==> src/rtl/dual_issue_fetch_queue.sv <==
// Fetch-to-decode instruction queue: circular FIFO accepting up to two
// instructions per cycle and presenting the two oldest as decode slots 1 and 2.
module dual_issue_fetch_queue #(
  parameter int          DEPTH = 8,
  parameter logic [31:0] NOP   = 32'h00000013
) (
  input  logic                       clk,
  input  logic                       rst,
  input  logic                       FlushD,
  input  logic                       StallD,
  input  logic                       StallPipeline2,
  input  logic                       PushEn1,
  input  logic                       PushEn2,
  input  logic [31:0]                InstrF1,
  input  logic [31:0]                InstrF2,
  input  logic [31:0]                PCF1,
  input  logic [31:0]                PCF2,
  output logic                       PushReady,
  output logic [31:0]                InstrD1,
  output logic [31:0]                InstrD2,
  output logic [31:0]                PCD1,
  output logic [31:0]                PCD2,
  output logic                       ValidD1,
  output logic                       ValidD2,
  output logic [$clog2(DEPTH):0]     Count
);

  localparam int AW = $clog2(DEPTH);
  localparam int CW = AW + 1;

  logic [31:0]   instr_mem [DEPTH];
  logic [31:0]   pc_mem    [DEPTH];

  logic [AW-1:0] head_reg, head_next, tail_reg, tail_next;
  logic [AW-1:0] head_plus1, tail_plus1;
  logic [CW-1:0] count_reg, count_next;
  logic          push_one, push_two;
  logic [1:0]    push_cnt, pop_cnt;

  assign head_plus1 = head_reg + AW'(1);
  assign tail_plus1 = tail_reg + AW'(1);

  // Slot outputs depend only on registered state, never on this cycle's inputs.
  assign Count     = count_reg;
  assign ValidD1   = (count_reg != '0);
  assign ValidD2   = (count_reg > CW'(1));
  assign PushReady = (count_reg <= CW'(DEPTH - 2));
  assign InstrD1   = ValidD1 ? instr_mem[head_reg]   : NOP;
  assign PCD1      = ValidD1 ? pc_mem[head_reg]      : 32'h0;
  assign InstrD2   = ValidD2 ? instr_mem[head_plus1] : NOP;
  assign PCD2      = ValidD2 ? pc_mem[head_plus1]    : 32'h0;

  always_comb begin
    push_one = PushReady & PushEn1;
    push_two = push_one & PushEn2;
    push_cnt = {1'b0, push_one} + {1'b0, push_two};
    // StallD outranks StallPipeline2; a partial issue consumes only slot 1.
    if (StallD) begin
      pop_cnt = 2'd0;
    end else if (StallPipeline2) begin
      pop_cnt = {1'b0, ValidD1};
    end else begin
      pop_cnt = {1'b0, ValidD1} + {1'b0, ValidD2};
    end
    head_next  = head_reg + AW'(pop_cnt);
    tail_next  = tail_reg + AW'(push_cnt);
    count_next = count_reg + CW'(push_cnt) - CW'(pop_cnt);
  end

  always_ff @(posedge clk) begin
    if (rst || FlushD) begin
      head_reg  <= '0;
      tail_reg  <= '0;
      count_reg <= '0;
    end else begin
      head_reg  <= head_next;
      tail_reg  <= tail_next;
      count_reg <= count_next;
    end
  end

  // Storage is not reset; the pair may straddle the wrap since tail_plus1 wraps.
  always_ff @(posedge clk) begin
    if (!rst && !FlushD) begin
      if (push_one) begin
        instr_mem[tail_reg] <= InstrF1;
        pc_mem[tail_reg]    <= PCF1;
      end
      if (push_two) begin
        instr_mem[tail_plus1] <= InstrF2;
        pc_mem[tail_plus1]    <= PCF2;
      end
    end
  end

endmodule

==> config.mk <==
export PLATFORM = sky130hd
export DESIGN_NAME = dual_issue_fetch_queue
export DESIGN_NICKNAME = d
export VERILOG_FILES = /design/src/rtl/dual_issue_fetch_queue.sv
export SDC_FILE = /design/constraint.sdc
export NUM_CORES = 1
export LEC_CHECK = 0
export BUFFER_PORTS_ARGS = -buffer_cell sky130_fd_sc_hd__buf_2
export CAP_MARGIN = 20
export CORE_ASPECT_RATIO = 0.8
export CORE_MARGIN = 5
export CORE_UTILIZATION = 40
export CTS_CLUSTER_SIZE = 8
export DETAILED_ROUTE_END_ITERATION = 16
export PLACE_DENSITY = 0.68
export SLEW_MARGIN = 30
export SYNTH_ARGS = -nofsm -noshare
export SYNTH_HDL_FRONTEND = slang
export SYNTH_SLANG_ARGS = --single-unit
export TNS_END_PERCENT = 10
==> constraint.sdc <==
create_clock -name clk -period 7 [get_ports clk]
set_clock_uncertainty 0.1 [all_clocks]
set_input_delay 0.35 -clock clk [delete_from_list [all_inputs] [get_ports clk]]
set_output_delay 0.35 -clock clk [all_outputs]
set_load 0.1 [all_outputs]
==> results of run 1 <==
==> placed cells by master, fill, tap and decap left out, drive strengths merged, types with 10 or more instances in the layout <==
cell,instances
dfxtp,10
nand2,493
edfxtp,512
mux2,526
dlygate4sd3,13
a21oi,249
mux2i,67
ha,12
buf,312
clkbuf,88
inv,12
or4,61
mux4,128
nor2,85
==> report_power, final <==
part	switching [mW]	internal, mW	leakage, nW	total (mW)
sequential	0.0659	3.51	4.70	3.57
combinational	5.27	1.01	6.82	6.28
clock	1.31	2.02	1.00	3.33
total	6.64	6.54	12.5	13.2
==> cell families (layout without fill, tap and decap cells) <==
kind of cell | after synthesis | after routing | share of synthesized area, %
AOI/OAI and AO/OA | 268 | 268 | 4.52
buffers and inverters | 189 | 426 | 2.73
xor gates and xnor gates | 8 | 8 | 0.277
muxes | 721 | 721 | 31.5
other | 0 | 8 | 0
DFF | 522 | 522 | 50.7
adders and majority gates | 16 | 16 | 0.749
and+or+nand+nor | 675 | 675 | 9.55
==> synth_stat cells, types with 3 or more instances <==
library cell | number | area [um2]
a21oi_1 | 249 | 1250
and2_1 | 8 | 50.1
buf_1 | 12 | 45.0
buf_2 | 59 | 295
buf_6 | 7 | 78.8
clkbuf_1 | 99 | 372
dfxtp_1 | 10 | 200
edfxtp_1 | 512 | 15400
fa_1 | 4 | 80.1
ha_1 | 12 | 150
inv_1 | 11 | 41.3
mux2_1 | 34 | 383
mux2_2 | 442 | 4980
mux2_4 | 50 | 751
mux2i_1 | 66 | 661
mux4_2 | 128 | 2880
nand2_1 | 493 | 1850
nand3_1 | 4 | 20.0
nor2_1 | 84 | 315
nor2b_1 | 5 | 31.3
nor3_4 | 4 | 65.1
o21ai_2 | 3 | 26.3
o22ai_1 | 6 | 37.5
or4_1 | 61 | 458
xnor2_1 | 4 | 35.0
==> what timing repair did <==
item | 4_1_cts | 5_1_grt
resized for setup | 0 | 0
endpoints found under the hold margin | 11 | 0
hold buffers | 13 | 0
setup buffers | 0 | 0
setup endpoints to repair | 0 | 0
==> how the worst min path moves through the flow <==
stage / end / depth (start not counted) / startpoint
2_1_floorplan: instr_mem[2][21] / 1 / InstrF1[21]
3_3_place_gp: tail_reg[1] / 3 / tail_reg[1]
3_5_place_dp: tail_reg[1] / 3 / tail_reg[1]
4_1_cts: instr_mem[2][22] / 2 / InstrF1[22]
5_1_grt: instr_mem[2][22] / 2 / InstrF1[22]
6_report: pc_mem[6][4] / 2 / PCF2[4]
==> per-stage QoR <==
step | cells | utilization [%] | hold WS, ns
floorplan | 2399 | - | 0.451
global placement | 3542 | 43.7 | 0.565
detailed placement | 3542 | 43.7 | 0.601
CTS | 3645 | 46.5 | 0.00105
global route | 3651 | 46.6 | 0.0205
finish | 3656 | 46.6 | 0.0348
==> cell type report <==
type / count / area [um2]
well taps: 1012 / 1270
multi-input cells: 1688 / 14500
fillers: 6659 / 40400
clock buffers: 88 / 2010
clock inverters: 2 / 38.8
inverters: 11 / 41.3
flip-flops and latches: 522 / 15600
repair buffers: 325 / 1910
diodes: 8 / 20.0
==> layer usage <==
layer / vias up / share of wire, % / global-route usage [%]
li1: 9504 / - / -
met1: 11100 / 40 / 31.7
met2: 1246 / 47 / 37.8
met3: 215 / 11 / 6.09
met4: 18 / 2.5 / 7.36
met5: - / 0.12 / 0
==> reports/results.ini, run 1 <==
[floorplanning]
die_w_um = 320
core_um2 = 75800
dieArea_um2 = 82500
initial_utilization_pct = 40.6
ios = 270
rows = 90
die_h_um = 258

[run_status]
outcome = completed

[cts]
root_buffer = clkbuf_16
cts_tree = done
cts_max_path_buffers = 3
numCtsBuffers = 75
worstSkewPairLatency_ns = 0.60
cts.clk_slew.worst_paths_ns = 0.05
cts_sinks = 522
htreeDepth = 3

[yosys]
synth_ff_type = edfxtp_1
ys_ff_latch = 522
syn_area_um2 = 30700
syn_nets = 2550
synth_warnings = 0
ys_async_sr_fraction_pct = 0
yosysUniqueCellTypes = 48
ys_seq_area_share_pct = 50.7
netlist_instances = 2399
synth_enable_flop_cells = 512
avgSynthCellArea_um2 = 12.8

[timing]
max_freq_mhz = 206
slew-limit-headroom_pct = 28.7
setup_viol = 0
final-hold-violation-count = 0
slew_violations = 0
final.setup.worst_slack_ns = 2.14
period_needed_ns = 4.86
fin_crit_sh_pct = 69.5
tightest_slew_ns = 1.07
tns_ns = 0
rsz0062_at_grt = no

[setup_path]
cp.arrival_ns = 4.41
path_cells = ha_1, nor2b_1, o21ai_4, buf_4, a21oi_1, or4_1, buf_2
startpoint = head_reg[0]
critical_path.top_delay_family = buffers and inverters
end_kind = primary output
rrSetupSlack_ns = 3.09
path_max_fanout = 45
reg2reg_to = pc_mem[1][25]
ff2ff_path_depth = 7
critPathMaxStageDelay_ns = 0.88
r2r-start = tail_reg[0]
worstSetupStartpointType = flip-flop
endpoint = InstrD2[26]
path_class = reg -> out
required_ns = 6.55
crit_slowest_cell = dfxtp_4
crit_buf_inv = 2
cp.depth = 7

[global_route]
grt_pass1_vias = 22900
antenna_found_initial = 19
grt_pass1_wl_um = 147000
track_usage_pct = 23.6
grt_start_max_net_pins = 181
overflow = 0

[final_layout]
fin_area_um2 = 35300
drive_gt1_share_pct = 39.7
nets = 2774
syn_to_final_growth_pct = 15.0

[worst_hold_path]
hp-class = in -> reg

[routing]
ant_nets = 0
drc_errors = 0
wl_per_cell_um = 27.3
first_pass_iters = 7
wl_um = 100000
post_drt_via_cell_ratio = 6.05
drt_iter0_drc = 2644
vias = 22100

[placed_design]
port_buffers = 269
dp_slack_ns = 2.81
place_congestion = 0.811
placed_area_um2 = 33100
dp_hpwl_um = 54800

[power]
peakVddDrop_mv = 0.461
power.leakage_nw = 12.5
power.total_mw = 13.2
powerDensity_nw_per_um2 = 373

[flow_run]
maxCapViolCount = 0

Power figures use the tool's default switching activity.
==> run 2: changes to the inputs <==
--- a/config.mk
+++ b/config.mk
@@ -12,7 +12,7 @@
 export CORE_UTILIZATION = 40
 export CTS_CLUSTER_SIZE = 8
 export DETAILED_ROUTE_END_ITERATION = 16
-export PLACE_DENSITY = 0.68
+export PLACE_DENSITY = 0.7
 export SLEW_MARGIN = 30
 export SYNTH_ARGS = -nofsm -noshare
 export SYNTH_HDL_FRONTEND = slang
==> constraint.sdc (replaced) <==
create_clock -name clk -period 4.1 [get_ports clk]
set_clock_uncertainty 0.1 [all_clocks]
set_input_delay 0.205 -clock clk [delete_from_list [all_inputs] [get_ports clk]]
set_output_delay 0.205 -clock clk [all_outputs]
set_load 0.1 [all_outputs]
==> reports/results.ini, run 2 (synthesized netlist as in run 1, its figures left out) <==
[run_status]
outcome = completed

[global_route]
grt_pass1_wl_um = 151000  ; +3.0%
grt_start_max_net_pins = 114  ; -37%
grt_pass1_vias = 23900  ; +4.6%
overflow = 0  ; unchanged
antenna_found_initial = 15  ; -4
track_usage_pct = 23.9  ; +0.37 points

[floorplanning]
die_w_um = 320  ; unchanged
core_um2 = 75800  ; unchanged
rows = 90  ; unchanged
die_h_um = 258  ; unchanged
dieArea_um2 = 82500  ; unchanged
initial_utilization_pct = 40.6  ; unchanged
ios = 270  ; unchanged

[setup_path]
critical_path.top_delay_family = simple AND/OR/NAND/NOR gates
path_max_fanout = 31  ; -31%
crit_slowest_cell = dfxtp_1
worstSetupStartpointType = flip-flop
cp.arrival_ns = 4.17  ; -0.24 ns
critPathMaxStageDelay_ns = 0.60  ; -0.28 ns
crit_buf_inv = 2  ; unchanged
path_class = reg -> reg
path_cells = ha_1, or4b_1, nor2_4, nand3_4, buf_12, mux2_2, dlygate4sd3_1
required_ns = 4.36  ; -2.19 ns
end_kind = flip-flop

[routing]
vias = 23200  ; +4.9%
post_drt_via_cell_ratio = 6.01  ; -0.77%
drt_iter0_drc = 2906  ; +9.9%
ant_nets = 0  ; unchanged
wl_um = 102000  ; +2.1%
drc_errors = 0  ; unchanged
first_pass_iters = 9  ; +2
wl_per_cell_um = 26.4  ; -3.4%

[power]
power_frac_clock_pct = 24.9  ; -0.3 points
p_int_mw = 11.3  ; +73%
power.share.combinational_pct = 48.4  ; +0.8 points
p_switching_mw = 11.5  ; +73%
seqPwrFrac_pct = 26.7  ; -0.4 points
power.leakage_nw = 13.5  ; +7.5%
powerDensity_nw_per_um2 = 606  ; +62%
peakVddDrop_mv = 0.726  ; +57%
power_switching_share_pct = 50.4  ; +0.055 points

[final_layout]
fillers = 6384  ; -4.1%
drive_gt1_share_pct = 37.7  ; -2.0 points
syn_to_final_growth_pct = 22.3
mostFrequentLayoutCell = edfxtp_1
mostFrequentLayoutCells = edfxtp_1 (512), nand2_1 (493), mux2_2 (442)
nets = 2974  ; +7.2%

[cts]
cts_sinks = 522  ; unchanged
holdBufCountCts = 194  ; +181
cts_resized = 0  ; unchanged
cts.clk_slew.worst_paths_ns = 0.05  ; about the same
worstSkewPairLatency_ns = 0.61  ; about the same
cts_setup_buffers = 0  ; unchanged
cts_tree = done
numCtsBuffers = 75  ; unchanged
cts_max_path_buffers = 3  ; unchanged
htreeDepth = 3  ; unchanged
root_buffer = clkbuf_16

[timing]
final-hold-violation-count = 0  ; unchanged
rsz0062_at_grt = no
tns_ns = 0  ; unchanged
max_freq_mhz = 256
slew-limit-headroom_pct = 42.4  ; +14 points
setup_viol = 0  ; unchanged
slew_violations = 0  ; unchanged
fin_crit_sh_pct = 95.4
period_needed_ns = 3.91
final.setup.worst_slack_ns = 0.190  ; -1.95 ns
tightest_slew_ns = 0.863  ; -0.206 ns

[worst_hold_path]
hp-class = in -> reg

[placed_design]
place_congestion = 0.831  ; +2.5%
port_buffers = 269  ; unchanged
dp_slack_ns = 0.720  ; -2.09 ns
dp_hpwl_um = 58000  ; +5.9%

[flow_run]
maxCapViolCount = 0  ; unchanged

## run 2: cell types whose count changed in the layout (fill, tap and decap cells not counted), sizes merged
cell         previous run  this run
dlygate4sd3            13       194
buf                   312       331
clkinv                  0         4
inv                    12        14
diode                   8         9
## run 2: power groups by stage
stage,Combinational (mW),Clock [mW],Sequential [mW]
2_1_floorplan,8.35,0,6.25
4_1_cts,11.0,5.76,6.07
3_3_place_gp,10.8,0,6.17
5_1_grt,11.3,5.97,6.08
6_report,11.0,5.67,6.08
3_5_place_dp,10.8,0,6.17
## run 2: cell type report
type	count	area, um2	area share, %
tap	1012	1270	3.37
clock inverter	8	146	0.389
inverter	11	41.3	0.110
multi-input combinational	1688	14500	38.5
timing repair buffer	525	4130	11.0
sequential	522	15600	41.5
antenna	9	22.5	0.0599
clock buffer	88	1930	5.12
## run 2: worst paths after layout
kind	from	end	slack, ns	depth (start not counted)
max reg2reg	tail_reg[0]	instr_mem[1][16]	0.19	7
min	PushEn2	tail_reg[0]	0.05	4
max	tail_reg[0]	instr_mem[1][16]	0.19	7
min reg2reg	Count[0]	Count[0]	0.57	2
## run 2: metal layers
layer	wire [um]	track usage [%]
met1	39000	31.2
met2	48700	39.6
met3	10600	5.48
met4	3620	8.40
met5	80	0
## run 2: worst register-to-register path: stages (launching register included)
cell           delay [ns]
dfxtp_1              0.60
ha_1                 0.37
or4b_1               0.58
nor2_4               0.22
nand3_4              0.48
buf_12               0.45
mux2_2               0.31
dlygate4sd3_1        0.55
## run 2: stage by stage
stage          hold slack, ns  cell area [um2]  util (%)  power [mW]  cells
6_report               0.0496            37600      49.6        22.8   3863
5_1_grt                0.0736            37600      49.6        23.4   3860
4_1_cts                0.0175            37600      49.5        22.8   3853
3_5_place_dp            0.494            33500      44.3        17.0   3563
3_3_place_gp            0.478            33500      44.2        16.9   3562
2_1_floorplan           0.306            30800         -        14.6   2399
